`src/rtl/if_fetch_unit.sv`:
```
// Instruction-fetch stage: owns the PC, issues one outstanding imem request at a time,
// and buffers returned words in a 2-entry FIFO presented to the IF/ID register.
module if_fetch_unit #(
    parameter int                WORD_W   = 32,
    parameter logic [WORD_W-1:0] RESET_PC = '0
) (
    input  logic              clk,
    input  logic              rst,
    input  logic              stallF,
    input  logic              redirect,
    input  logic [WORD_W-1:0] redirect_pc,
    output logic              imem_req,
    output logic [WORD_W-1:0] imem_addr,
    input  logic              imem_gnt,
    input  logic              imem_rvalid,
    input  logic [WORD_W-1:0] imem_rdata,
    output logic [WORD_W-1:0] instrF,
    output logic [WORD_W-1:0] pcF,
    output logic              validF
);

    localparam logic [WORD_W-1:0] ZERO_WORD = '0;
    localparam logic [WORD_W-1:0] PC_STEP   = WORD_W'(4);

    typedef enum logic {
        S_IDLE,
        S_WAIT
    } state_e;

    state_e            state_q;
    logic [WORD_W-1:0] pc_q;
    logic [WORD_W-1:0] reqPc_q;
    logic              drop_q;
    logic [1:0]        count_q, count_d;
    logic [WORD_W-1:0] qPc_q    [2];
    logic [WORD_W-1:0] qInstr_q [2];
    logic [WORD_W-1:0] qPc_d    [2];
    logic [WORD_W-1:0] qInstr_d [2];
    logic              push;
    logic              pop;

    assign validF    = (count_q != 2'd0);
    assign instrF    = validF ? qInstr_q[0] : ZERO_WORD;
    assign pcF       = validF ? qPc_q[0] : ZERO_WORD;
    assign imem_addr = pc_q;
    assign imem_req  = (state_q == S_IDLE) && (count_q < 2'd2) && !redirect && !rst;

    // Entry 0 is always the head; a pop shifts entry 1 down so order is preserved.
    always_comb begin
        push        = (state_q == S_WAIT) && imem_rvalid && !drop_q;
        pop         = validF && !stallF;
        count_d     = count_q;
        qPc_d[0]    = qPc_q[0];
        qPc_d[1]    = qPc_q[1];
        qInstr_d[0] = qInstr_q[0];
        qInstr_d[1] = qInstr_q[1];
        if (push && pop) begin
            if (count_q == 2'd2) begin
                qPc_d[0]    = qPc_q[1];
                qInstr_d[0] = qInstr_q[1];
                qPc_d[1]    = reqPc_q;
                qInstr_d[1] = imem_rdata;
            end else begin
                qPc_d[0]    = reqPc_q;
                qInstr_d[0] = imem_rdata;
            end
        end else if (pop) begin
            qPc_d[0]    = qPc_q[1];
            qInstr_d[0] = qInstr_q[1];
            count_d     = count_q - 2'd1;
        end else if (push) begin
            if (count_q == 2'd0) begin
                qPc_d[0]    = reqPc_q;
                qInstr_d[0] = imem_rdata;
            end else begin
                qPc_d[1]    = reqPc_q;
                qInstr_d[1] = imem_rdata;
            end
            count_d = count_q + 2'd1;
        end
    end

    // A redirect during WAIT cannot cancel the memory access, so drop_q marks its
    // response to be swallowed when it eventually returns.
    always_ff @(posedge clk) begin
        if (rst) begin
            state_q     <= S_IDLE;
            pc_q        <= RESET_PC;
            reqPc_q     <= ZERO_WORD;
            drop_q      <= 1'b0;
            count_q     <= 2'd0;
            qPc_q[0]    <= ZERO_WORD;
            qPc_q[1]    <= ZERO_WORD;
            qInstr_q[0] <= ZERO_WORD;
            qInstr_q[1] <= ZERO_WORD;
        end else if (redirect) begin
            count_q <= 2'd0;
            pc_q    <= redirect_pc;
            if (state_q == S_WAIT) begin
                if (imem_rvalid) begin
                    state_q <= S_IDLE;
                    drop_q  <= 1'b0;
                end else begin
                    drop_q <= 1'b1;
                end
            end
        end else begin
            count_q     <= count_d;
            qPc_q[0]    <= qPc_d[0];
            qPc_q[1]    <= qPc_d[1];
            qInstr_q[0] <= qInstr_d[0];
            qInstr_q[1] <= qInstr_d[1];
            case (state_q)
                S_IDLE: begin
                    if (imem_req && imem_gnt) begin
                        reqPc_q <= pc_q;
                        pc_q    <= pc_q + PC_STEP;
                        state_q <= S_WAIT;
                    end
                end
                S_WAIT: begin
                    if (imem_rvalid) begin
                        drop_q  <= 1'b0;
                        state_q <= S_IDLE;
                    end
                end
                default: state_q <= S_IDLE;
            endcase
        end
    end

endmodule
```
`config.mk`:
```
export PLATFORM = sky130hd
export DESIGN_NAME = if_fetch_unit
export DESIGN_NICKNAME = d
export VERILOG_FILES = /design/src/rtl/if_fetch_unit.sv
export SDC_FILE = /design/constraint.sdc
export NUM_CORES = 1
export LEC_CHECK = 0
export BUFFER_PORTS_ARGS = -buffer_cell sky130_fd_sc_hd__buf_2
export CAP_MARGIN = 20
export CORE_MARGIN = 2
export CORE_UTILIZATION = 30
export DETAILED_ROUTE_END_ITERATION = 6
export PLACE_DENSITY = 0.53
export SLEW_MARGIN = 20
export SYNTH_ARGS = -nofsm -noshare
export SYNTH_HDL_FRONTEND = slang
export SYNTH_SLANG_ARGS = --single-unit
```
`constraint.sdc`:
```
create_clock -name clk -period 3.9 [get_ports clk]
set_input_delay 1.17 -clock clk [delete_from_list [all_inputs] [get_ports clk]]
set_output_delay 1.17 -clock clk [all_outputs]
set_load 0.005 [all_outputs]
```
==> impl_metrics.csv <==
group,metric,value,unit
status,status,"finished clean",
worst_setup_path,startpoint_type_of_the_worst_setup_path,"register",
synthesis,synth.lib_cells_used.distinct,44,
finish,area.growth.synth_to_final,20.55,%
timing,hold-worst-slack,0.4691,ns
clocking,cts_tree,"yes",
timing,final_min_period_over_clock_period,0.8240,
clocking,clockRootBuffer,"sky130_fd_sc_hd__clkbuf_16",
synthesis,yosys_warnings,0,
placement,dpl-instance-area,10030,um^2
timing,worstMarginPinSlew,0.9131,ns
worst_setup_path,worst_setup_ep_type,"output port",
worst_setup_path,worst_path_dominant_cell_family,"buffers and inverters",
timing,finClkSkew,0.01152,ns
synthesis,synth_fp_nets,967,
drt,drt_iter0_markers,366,
synthesis,async_s_r_ff_share_synth,0,
worst_setup_path,cp_cell_sequence,"nor2_1 -> inv_2 -> and2_1 -> buf_2",
floorplan,floorplan.die.width,175.2,um
drt,detail-route-antenna-nets,0,
clocking,post_cts_hold_buffer_count,0,
worst_setup_path,timing.critical_path.slowest_stage_cell,"sky130_fd_sc_hd__inv_2",
global_route,grtUsageTotal,0.1414,
power,sequentialPowerShare,0.538,
clocking,post_cts.repair.setup_buffers,0,
worst_setup_path,worstSetupPathType,"register to output port",
drt,drc_errors,0,
synthesis,number_of_enable_type_register_cells_in_the_synthesized_netlist,128,
floorplan,std_cell_rows,62,
worst_setup_path,worst-path-max-fanout,68,
synthesis,ys_ff_latch,196,
synthesis,synth_top_flop_cell,"sky130_fd_sc_hd__edfxtp_1",
floorplan,fp.dieArea,30710,um^2
flow_run,maxCapViolCount,0,
timing,worst_slew_margin_rel,0.3913,
placement,port-buffer-count,167,
global_route,wire_length_of_the_first_global_routing_pass,34620,um
global_route,antenna_found_initial,0,
global_route,grt_remaining_overflow,0,
drt,routed_via_density,4.540,
global_route,grt_max_degree,70,
clocking,post_cts_resize_count,0,
drt,drt_wl_total,21480,um
power,internal_power,3.370,mW
global_route,first_global_vias,6281,
timing,finalSetupViolations,0,
floorplan,die-height,175.2,um
worst_setup_path,cp.required,2.73,ns
drt,dr_total_vias,6479,
synthesis,postSynthCellCount,893,
clocking,clock_sink_count,196,
synthesis,syn-mean-instance-area,9.851,um^2
placement,globalplace.congestion,0.7579,
timing,max_clock_freq,0.3112,GHz
power,power-per-cell-area,413.3,nW/um^2
clocking,cts-root-to-sink-buffers,2,
placement,hpwl,13360,um
finish,drive_gt1_frac,0.2138,
worst_setup_path,biggest_cell_delay_along_the_critical_path,0.63,ns
timing,final.min_clock_period,3.214,ns
timing,setup-tns-final,0,ns
floorplan,num_io_pins,168,
power,p_sw,1.014,mW
timing,rsz0062_at_grt,"no",
power,max-vdd-ir-drop,0.2619,mV
power,share_comb_of_total_power,0.063,
power,share_clk_of_total_power,0.399,
worst_setup_path,critPathArrivalTime,2.04,ns
floorplan,initial_utilization,0.3057,
worst_setup_path,critical_path_buf_inv_count,2,
clocking,latest_clock_arrival_within_the_worst_skew_pair,0.42,ns
finish,design.final.nets,1104,
floorplan,placeableCoreArea,28780,um^2
synthesis,ys_seq_area_frac,0.5917,
power,switching_share,0.2313,
clocking,tritoncts.num_buffers,17,
worst_hold_path,worstHoldPathType,"register to register",
timing,finalHoldViolations,0,
finish,final_cell_area,10610,um^2
drt,detail_route.first_pass.iterations,4,
drt,avgRoutedWirePerCell,15.05,um
synthesis,syn-cell-area,8797,um^2
power,p_leak,4.220,nW
finish,num_antenna_cells,0,
clocking,clk_pin_slew_worst_paths,0.07,ns
clocking,h-tree-depth,4,
timing,report.final.slew_viol_count,0,
kinds of logic (layout without fill, tap and decap cells):
kind of cell             Yosys count  after routing  synth area share
multiplexers                       9              9           0.01052
buffers and inverters             77            227           0.03342
XOR/XNOR                          21             21           0.02091
flip-flops                       196            196            0.5917
AO/OA/AOI/OAI                    154            154           0.09444
adder cells (fa/ha/maj)            4              4          0.005689
AND/OR/NAND/NOR                  432            432            0.2433
layout by cell type, fill, tap and decap left out, types with 10 or more instances in the layout:
master,n
sky130_fd_sc_hd__nor2_1,18
sky130_fd_sc_hd__edfxtp_1,128
sky130_fd_sc_hd__nand2_1,216
sky130_fd_sc_hd__and2_1,128
sky130_fd_sc_hd__clkbuf_16,17
sky130_fd_sc_hd__a21oi_1,121
sky130_fd_sc_hd__dfxtp_1,68
sky130_fd_sc_hd__nand4_1,13
sky130_fd_sc_hd__xnor2_1,15
sky130_fd_sc_hd__o21a_1,10
sky130_fd_sc_hd__inv_1,16
sky130_fd_sc_hd__buf_2,167
tightest hold or removal path, delay by kind of cell, from the launching register on:
kind            cells  cell delay, ns
flops               1            0.32
simple gates        1            0.05
compound gates      1            0.05
metrics by stage:
| stage | setup slack (ns) | utilization | total power [mW] | std cells |
|---|---|---|---|---|
| after floorplan | 0.2447 | - | 2.547 | 893 |
| after global placement | 0.7019 | 0.3484 | 2.681 | 1395 |
| after detailed placement | 0.6829 | 0.3484 | 2.685 | 1395 |
| after CTS | 0.5426 | 0.3685 | 4.453 | 1427 |
| after global routing | 0.3935 | 0.3685 | 4.566 | 1427 |
| final | 0.6864 | 0.3685 | 4.384 | 1427 |
sequential cells by signal, indices dropped and copies added, names as in the netlist:
name / cells
qPc_q: 64
drop_q: 1
count_q: 2
imem_addr: 32
state_q: 1
qInstr_q: 64
reqPc_q: 32
cells in the mapped netlist (4+ instances only):
cell type / count / area [um^2]
sky130_fd_sc_hd__and4_1: 5 / 43.79
sky130_fd_sc_hd__edfxtp_1: 128 / 3844
sky130_fd_sc_hd__nand2_1: 217 / 814.5
sky130_fd_sc_hd__mux2i_1: 7 / 70.07
sky130_fd_sc_hd__ha_1: 4 / 50.05
sky130_fd_sc_hd__and2_1: 129 / 807.0
sky130_fd_sc_hd__clkbuf_1: 53 / 198.9
sky130_fd_sc_hd__inv_1: 17 / 63.81
sky130_fd_sc_hd__o21a_1: 10 / 75.07
sky130_fd_sc_hd__dfxtp_1: 68 / 1361
sky130_fd_sc_hd__xnor2_1: 15 / 131.4
sky130_fd_sc_hd__or3_1: 4 / 25.02
sky130_fd_sc_hd__and3_1: 6 / 37.54
sky130_fd_sc_hd__o21ai_0: 8 / 40.04
sky130_fd_sc_hd__nor3_1: 8 / 40.04
sky130_fd_sc_hd__nand2b_1: 4 / 25.02
sky130_fd_sc_hd__buf_2: 4 / 20.02
sky130_fd_sc_hd__nand4_1: 13 / 81.33
sky130_fd_sc_hd__xor2_1: 6 / 52.55
sky130_fd_sc_hd__nor2_1: 20 / 75.07
sky130_fd_sc_hd__nand3_1: 6 / 30.03
sky130_fd_sc_hd__nor2b_1: 4 / 25.02
sky130_fd_sc_hd__a21oi_1: 121 / 605.6
routing by layer:
| layer | share of wire | GRT usage | vias to the layer above |
|---|---|---|---|
| li1 | - | - | 3304 |
| met4 | 0.0074 | 0.03021 | 0 |
| met2 | 0.45 | 0.2190 | 166 |
| met3 | 0.046 | 0.02981 | 9 |
| met1 | 0.50 | 0.2033 | 3000 |
| met5 | 0 | 0 | - |
final timing paths:
path,slack (ns),end,startpoint,cells past startpoint
max,0.69,pcF[11],count_q[1],4
min,0.47,reqPc_q[19],reqPc_q[19],2
max reg2reg,1.46,qPc_q[0][9],state_q,9
min reg2reg,0.47,reqPc_q[19],reqPc_q[19],2
power by group through the flow:
| stage | Sequential [mW] | Clock (mW) | Combinational, mW |
|---|---|---|---|
| after detailed placement | 2.40 | 0 | 0.280 |
| after global placement | 2.40 | 0 | 0.278 |
| final | 2.36 | 1.75 | 0.275 |
| after floorplan | 2.39 | 0 | 0.157 |
| after CTS | 2.36 | 1.81 | 0.281 |
| after global routing | 2.37 | 1.89 | 0.311 |
cell type report:
| cell class | count | area [um^2] |
|---|---|---|
| fillers | 2903 | 18170 |
| multi-input cells | 620 | 3321 |
| flip-flops and latches | 196 | 5205 |
| inverters | 17 | 63.81 |
| clock buffers | 19 | 432.9 |
| clock inverters | 13 | 146.4 |
| repair buffers | 178 | 955.9 |
| well taps | 384 | 480.5 |
Power figures use the tool's default switching activity.
